`src/rtl/mips_defs.sv`:
```
// Shared pipeline constants for the five-stage core.
//   NOP_REG_ADDR / ZERO_WORD : bubble contents (cast to the local width at use)
//   WRITE_ENABLE / WRITE_DISABLE : write-enable / slot-valid levels
//   STALL_*_BIT : bit positions in the stall vector from the stall controller
//   slot_op_e : what a pipeline register does on the next edge
package mips_defs;

  localparam int unsigned NOP_REG_ADDR  = 0;
  localparam int unsigned ZERO_WORD     = 0;
  localparam logic        WRITE_ENABLE  = 1'b1;
  localparam logic        WRITE_DISABLE = 1'b0;

  localparam int unsigned STALL_W       = 2;
  localparam int unsigned STALL_EX_BIT  = 0;
  localparam int unsigned STALL_MEM_BIT = 1;

  typedef enum logic [1:0] {
    SLOT_ADVANCE = 2'd0,
    SLOT_BUBBLE  = 2'd1,
    SLOT_HOLD    = 2'd2
  } slot_op_e;

endpackage

```
`src/rtl/pipe_slot.sv`:
```
// Generic width-parameterised pipeline register.
//   clk, rst  : clock, synchronous active-high reset
//   i_clear   : synchronous clear to zero (beats i_hold)
//   i_hold    : keep current contents
//   i_d / o_q : data in / registered data out
module pipe_slot #(
  parameter int unsigned W = 8
) (
  input  logic         clk,
  input  logic         rst,
  input  logic         i_clear,
  input  logic         i_hold,
  input  logic [W-1:0] i_d,
  output logic [W-1:0] o_q
);

  logic [W-1:0] r_q;

  always_ff @(posedge clk) begin
    if (rst || i_clear) begin
      r_q <= '0;
    end else if (!i_hold) begin
      r_q <= i_d;
    end
  end

  assign o_q = r_q;

endmodule

```
`src/rtl/ex_mem_reg.sv`:
```
// EX/MEM pipeline register with stall/flush, bubble insertion, a held
// feedback path for multi-cycle EX operations and a saturating bubble counter.
//   clk, rst               : clock, synchronous active-high reset
//   stall_ex, stall_mem    : stall controller inputs
//   flush                  : drop the in-flight instruction and feedback state
//   ex_*                   : EX stage results
//   mem_*                  : registered results into MEM, mem_valid marks a real slot
//   hilo_temp_o, cnt_o     : partial accumulation / step index fed back to EX
//   bubble_cnt             : saturating count of inserted bubbles
module ex_mem_reg
  import mips_defs::*;
#(
  parameter int unsigned DATA_W     = 32,
  parameter int unsigned REG_ADDR_W = 5,
  parameter int unsigned CNT_W      = 2,
  parameter int unsigned PERF_W     = 16
) (
  input  logic                  clk,
  input  logic                  rst,
  input  logic                  stall_ex,
  input  logic                  stall_mem,
  input  logic                  flush,
  input  logic [REG_ADDR_W-1:0] ex_wd,
  input  logic                  ex_wreg,
  input  logic [DATA_W-1:0]     ex_wdata,
  input  logic                  ex_whilo,
  input  logic [DATA_W-1:0]     ex_hi,
  input  logic [DATA_W-1:0]     ex_lo,
  input  logic [2*DATA_W-1:0]   ex_hilo_temp,
  input  logic [CNT_W-1:0]      ex_cnt,
  output logic [REG_ADDR_W-1:0] mem_wd,
  output logic                  mem_wreg,
  output logic [DATA_W-1:0]     mem_wdata,
  output logic                  mem_whilo,
  output logic [DATA_W-1:0]     mem_hi,
  output logic [DATA_W-1:0]     mem_lo,
  output logic                  mem_valid,
  output logic [2*DATA_W-1:0]   hilo_temp_o,
  output logic [CNT_W-1:0]      cnt_o,
  output logic [PERF_W-1:0]     bubble_cnt
);

  localparam int unsigned MEM_W = 1 + REG_ADDR_W + 1 + DATA_W + 1 + 2 * DATA_W;
  localparam int unsigned FB_W  = 2 * DATA_W + CNT_W;

  logic [STALL_W-1:0] w_stall;
  slot_op_e           w_op;
  logic [MEM_W-1:0]   w_mem_d;
  logic [MEM_W-1:0]   w_mem_q;
  logic [FB_W-1:0]    w_fb_q;
  logic               w_hold;
  logic               w_fb_clear;
  logic [PERF_W-1:0]  r_bubble_cnt;

  assign w_stall[STALL_EX_BIT]  = stall_ex;
  assign w_stall[STALL_MEM_BIT] = stall_mem;

  // A MEM stall always holds, which also covers the illegal
  // stall_mem-without-stall_ex combination.
  always_comb begin
    w_op = SLOT_ADVANCE;
    if (w_stall[STALL_MEM_BIT]) begin
      w_op = SLOT_HOLD;
    end else if (w_stall[STALL_EX_BIT]) begin
      w_op = SLOT_BUBBLE;
    end
  end

  // The bubble is loaded as data rather than via clear, so the valid bit and
  // both write enables are low whenever the slot is empty.
  always_comb begin
    if (w_op == SLOT_BUBBLE) begin
      w_mem_d = {WRITE_DISABLE, REG_ADDR_W'(NOP_REG_ADDR), WRITE_DISABLE,
                 DATA_W'(ZERO_WORD), WRITE_DISABLE,
                 DATA_W'(ZERO_WORD), DATA_W'(ZERO_WORD)};
    end else begin
      w_mem_d = {WRITE_ENABLE, ex_wd, ex_wreg, ex_wdata, ex_whilo, ex_hi, ex_lo};
    end
  end

  assign w_hold     = (w_op == SLOT_HOLD);
  assign w_fb_clear = flush || (w_op == SLOT_ADVANCE);

  pipe_slot #(.W(MEM_W)) u_mem_slot (
    .clk     (clk),
    .rst     (rst),
    .i_clear (flush),
    .i_hold  (w_hold),
    .i_d     (w_mem_d),
    .o_q     (w_mem_q)
  );

  // Feedback only captures on a bubble edge; an advance consumes and clears it.
  pipe_slot #(.W(FB_W)) u_fb_slot (
    .clk     (clk),
    .rst     (rst),
    .i_clear (w_fb_clear),
    .i_hold  (w_hold),
    .i_d     ({ex_hilo_temp, ex_cnt}),
    .o_q     (w_fb_q)
  );

  assign {mem_valid, mem_wd, mem_wreg, mem_wdata, mem_whilo, mem_hi, mem_lo} = w_mem_q;
  assign {hilo_temp_o, cnt_o} = w_fb_q;

  always_ff @(posedge clk) begin
    if (rst) begin
      r_bubble_cnt <= '0;
    end else if (!flush && (w_op == SLOT_BUBBLE) && (r_bubble_cnt != '1)) begin
      r_bubble_cnt <= r_bubble_cnt + PERF_W'(1);
    end
  end

  assign bubble_cnt = r_bubble_cnt;

endmodule

```
`config.mk`:
```
export PLATFORM = sky130hd
export DESIGN_NAME = ex_mem_reg
export DESIGN_NICKNAME = d
export VERILOG_FILES = /design/src/rtl/mips_defs.sv /design/src/rtl/pipe_slot.sv /design/src/rtl/ex_mem_reg.sv
export SDC_FILE = /design/constraint.sdc
export NUM_CORES = 1
export LEC_CHECK = 0
export CORE_AREA = 2 2 142 144
export CTS_BUF_LIST = sky130_fd_sc_hd__clkbuf_2
export DETAILED_ROUTE_END_ITERATION = 6
export DIE_AREA = 0 0 144 146
export DONT_BUFFER_PORTS = 1
export GPL_TIMING_DRIVEN = 1
export PLACE_DENSITY = 0.54
export SLEW_MARGIN = 15
export SYNTH_ARGS = -nofsm -noshare
export SYNTH_HDL_FRONTEND = slang
export SYNTH_SLANG_ARGS = --single-unit
export TNS_END_PERCENT = 30
```
`constraint.sdc`:
```
create_clock -name clk -period 2.1 [get_ports clk]
set_input_delay 0.42 -clock clk [delete_from_list [all_inputs] [get_ports clk]]
set_output_delay 0.42 -clock clk [all_outputs]
set_load 0.02 [all_outputs]
```
==> results.json, run 1 <==
{
  "cts_made_buffers": 17,
  "cts.repair.resized": 0,
  "haltStage": "clock tree synthesis (4_1_cts)",
  "clk_path_buf_depth": 2,
  "placementRows": 51,
  "die_y_um": 146,
  "synth_fp_nets": 830,
  "cts.sinks": 186,
  "io_buffers": 0,
  "synthSimpleGateAreaFrac_pct": 14.0,
  "ys_seq_elements": 186,
  "place_congestion": 0.761,
  "yosysUniqueCellTypes": 28,
  "synth_xor_area_share_pct": 0.135,
  "synthFlopType": "dfxtp_1",
  "synth_cells": 655,
  "initial_core_util_pct": 33.5,
  "synth_enable_flop_cells": 0,
  "status": "stopped before the end",
  "synth_compound_area_share_pct": 14.7,
  "cts_hold_buffers": 185,
  "stop_error": "[ERROR RSZ-0060] Max buffer count reached.",
  "syn_area_mm2": 0.00647,
  "ys_warn_count": 0,
  "synth_fa_ha_area_share_pct": 0.193,
  "ys_seq_area_share_pct": 57.5,
  "h-tree-depth": 4,
  "synthArstFlopShare_pct": 0,
  "dp_hpwl_um": 12300,
  "synthMuxAreaShare_pct": 10.4,
  "dieWidth_um": 144,
  "synth_top_family_by_area": "compound AO/OA/AOI/OAI gates",
  "cts_root_buf": "clkbuf_2",
  "place_inst": 888,
  "io_pins": 360,
  "post_cts.repair.setup_buffers": 0,
  "placed_area_mm2": 0.00679,
  "avgSynthCellArea_um2": 9.88
}
[kinds of logic after synthesis]
logic type	after synthesis
mux	67
fa+ha+maj	1
simple gates	215
xor+xnor	1
flops	186
compound gates	132
buf+inv	53
[metrics by stage]
stage          hold slack [ns]  worst slack (ns)
2_1_floorplan            0.563            0.0656
3_3_place_gp             0.493          -0.00991
3_5_place_dp             0.494           -0.0407
[Yosys cell counts, types with 2 or more instances]
| master | number | area share (%) |
|---|---|---|
| dfxtp_1 | 186 | 58 |
| nor2_1 | 174 | 10 |
| a22oi_1 | 103 | 12 |
| mux2i_1 | 67 | 10 |
| clkbuf_1 | 45 | 2.6 |
| a21oi_1 | 14 | 1.1 |
| or3_1 | 7 | 0.68 |
| buf_1 | 6 | 0.35 |
| nand2_1 | 6 | 0.35 |
| o21ai_0 | 6 | 0.46 |
| o31ai_1 | 6 | 0.70 |
| or4_1 | 6 | 0.70 |
| nand4_1 | 5 | 0.48 |
| nand3_1 | 4 | 0.31 |
| or2_0 | 3 | 0.29 |
| inv_1 | 2 | 0.12 |
| nor3_1 | 2 | 0.15 |
| nor4_1 | 2 | 0.19 |
| or2_1 | 2 | 0.19 |
==> run 2, diff against run 1 <==
Settings changed: CORE_AREA 2 2 142 144 to default, CORE_MARGIN from default to 1.5, CORE_UTILIZATION from default to 28, CTS_BUF_LIST sky130_fd_sc_hd__clkbuf_2 to default, DIE_AREA 0 0 144 146 to default, PLACE_DENSITY 0.54 to default, PLACE_DENSITY_LB_ADDON from default to 0.15.
Clock period 2.1 ns to 2.73 ns, I/O delays scaled along.
==> results.json, run 2 <==
{
  "avgSynthCellArea_um2": 9.88,
  "synthTopCellsByCount": "dfxtp_1, nor2_1, a22oi_1",
  "core_area_mm2": 0.0226,
  "grt_max_degree": 174,
  "layout_setup_ws_ns": 0.479,
  "cts.sinks": 186,
  "finalNonFillerCells": 927,
  "end_kind": "flip-flop",
  "cts_hold_buffers": 0,
  "ys_seq_elements": 186,
  "cp.arrival_ns": 2.60,
  "yosys-top-cells-area": "dfxtp_1, a22oi_1, mux2i_1, nor2_1, clkbuf_1",
  "post_cts.repair.setup_buffers": 0,
  "synth_cells": 655,
  "h-tree-depth": 4,
  "synth_enable_flop_cells": 0,
  "io_buffers": 0,
  "gr-total-overflow": 0,
  "peakVddDrop_v": 0.000414,
  "drt-initial-drc-count": 285,
  "viasPerCell": 5.14,
  "place_inst": 894,
  "final_cell_mix": "dfxtp_1, nor2_1, a22oi_1, mux2i_1, clkbuf_16",
  "grt_usage_pct": 13.2,
  "tightest_slew_ns": 0.780,
  "synth_fp_nets": 830,
  "wirelength_um": 16900,
  "regArea_mm2": 0.00372,
  "synth_top_area_share_pct": 57.5,
  "yosysMostFrequentCell": "dfxtp_1",
  "leakage_nw": 2.66,
  "multi_input_area_mm2": 0.00256,
  "io_pins": 360,
  "dp_slack_ns": 0.478,
  "n_fill_cell": 2297,
  "slowest_stage": "o41ai_2",
  "drc_errors": 0,
  "grt_pass1_wl_um": 24900,
  "r2r_slack_ns": 0.48,
  "initial_core_util_pct": 28.6,
  "start_kind": "flip-flop",
  "crit_chain": "ha_1, nand3_1, o41ai_2, o21ai_0, a21oi_1",
  "grt_pass1_vias": 4673,
  "drv_cap": 0,
  "total_power_w": 0.00568,
  "area_delta_synth_final_pct": 13.0,
  "antenna_found_initial": 1,
  "largest_register_ffs": 104,
  "clkTransAtPathRegs_ns": 0.07,
  "cp_max_fo": 8,
  "yosysUniqueCellTypes": 28,
  "layout.nets": 803,
  "drive_above_1_share_pct": 6.41,
  "finClkSkew_ns": 0.00731,
  "num_vias": 4764,
  "rsz0062_at_grt": "false",
  "place_congestion": 0.789,
  "die_y_um": 155,
  "slew_viol_final": 0,
  "power.density_mw_per_mm2": 777,
  "drt_first_pass_iters": 4,
  "synthFlopType": "dfxtp_1",
  "syn_area_mm2": 0.00647,
  "cts_made_buffers": 17,
  "slew_headroom_pct": 47.4,
  "layout_min_cycle_time_ns": 2.25,
  "ant_nets": 0,
  "dp_hpwl_um": 11900,
  "tns_ns": 0,
  "placementRows": 55,
  "layout_commonest_cell": "dfxtp_1",
  "hold_path_class": "input pin to flip-flop",
  "ys_seq_area_share_pct": 57.5,
  "cts_tree": "yes",
  "hold_viol": 0,
  "routedWlPerCell_um": 18.3,
  "cp.required_ns": 3.07,
  "cts.repair.resized": 0,
  "fmax_ghz": 0.444,
  "ys_warn_count": 0,
  "cts_root_buf": "clkbuf_16",
  "max_stage_delay_ns": 0.79,
  "clk_path_buf_depth": 2,
  "die-area_mm2": 0.0240,
  "dieWidth_um": 155,
  "synthArstFlopShare_pct": 0,
  "clk_latency_ns": 0.41,
  "worstSetupPathType": "flip-flop to flip-flop",
  "period_share_pct": 82.5,
  "setup_viol": 0,
  "status": "finished, final reports clean",
  "yosys.area.top_type": "dfxtp_1"
}
[run 2: where the power goes]
group	switching, W	internal [W]
Sequential	0.000118	0.00277
Clock	0.00112	0.00147
Combinational	0.000111	0.0000984
Total	0.00134	0.00434
[run 2: final timing paths]
path / end / startpoint / depth (start not counted)
worst max register to register: bubble_cnt[4] / bubble_cnt[0] / 5
worst min-delay path: bubble_cnt[10] / rst / 1
worst max-delay path: bubble_cnt[4] / bubble_cnt[0] / 5
worst min register to register: bubble_cnt[6] / bubble_cnt[6] / 2
[run 2: logic make-up (layout without fill, tap and decap cells)]
kind of cell               Yosys count  after routing  share of synthesized area [%]
DFF                                186            186                           57.5
muxes                               67             67                           10.4
xor gates and xnor gates             1              1                          0.135
buffers and inverters               53             38                           3.07
other                                0              2                              0
and+or+nand+nor                    215            215                           14.0
AOI/OAI and AO/OA                  132            132                           14.7
adders and majority gates            1              1                          0.193
[run 2: cell type report]
class,instances,share of cell area [%]
well taps,285,4.88
clock buffers,18,5.87
multi-input cells,416,35.0
clock inverters,13,2.50
inverters,2,0.103
repair buffers,5,0.684
flip-flops and latches,186,50.9
diodes,2,0.0684
[run 2: worst max-delay path, delay by kind of cell, from the launching register on]
kind,cells,cell delay [ns]
AND/OR/NAND/NOR,1,0.19
AO/OA/AOI/OAI,3,1.18
flip-flops,1,0.54
adder cells (fa/ha/maj),1,0.28
[run 2: through the flow]
| step | hold WS [ns] | cell area, um^2 | utilization (%) |
|---|---|---|---|
| 6_report | 0.190 | 7310 | 32.3 |
| 2_1_floorplan | 0.563 | 6470 | - |
| 5_1_grt | 0.162 | 7310 | 32.3 |
| 4_1_cts | 0.164 | 7310 | 32.3 |
| 3_3_place_gp | 0.586 | 6700 | 29.6 |
| 3_5_place_dp | 0.595 | 6700 | 29.6 |
[run 2: routing by layer]
| layer | global-route usage (%) | vias up | routed length (um) | part of all wire [%] |
|---|---|---|---|---|
| met5 | 0 | - | 0 | 0 |
| met1 | 14.0 | 2252 | 6520 | 38 |
| met4 | 6.00 | 0 | 442 | 2.6 |
| met2 | 23.3 | 242 | 8520 | 50 |
| met3 | 5.24 | 24 | 1460 | 8.6 |
| li1 | - | 2246 | - | - |
Note: power is estimated with default switching activity, not from simulation.
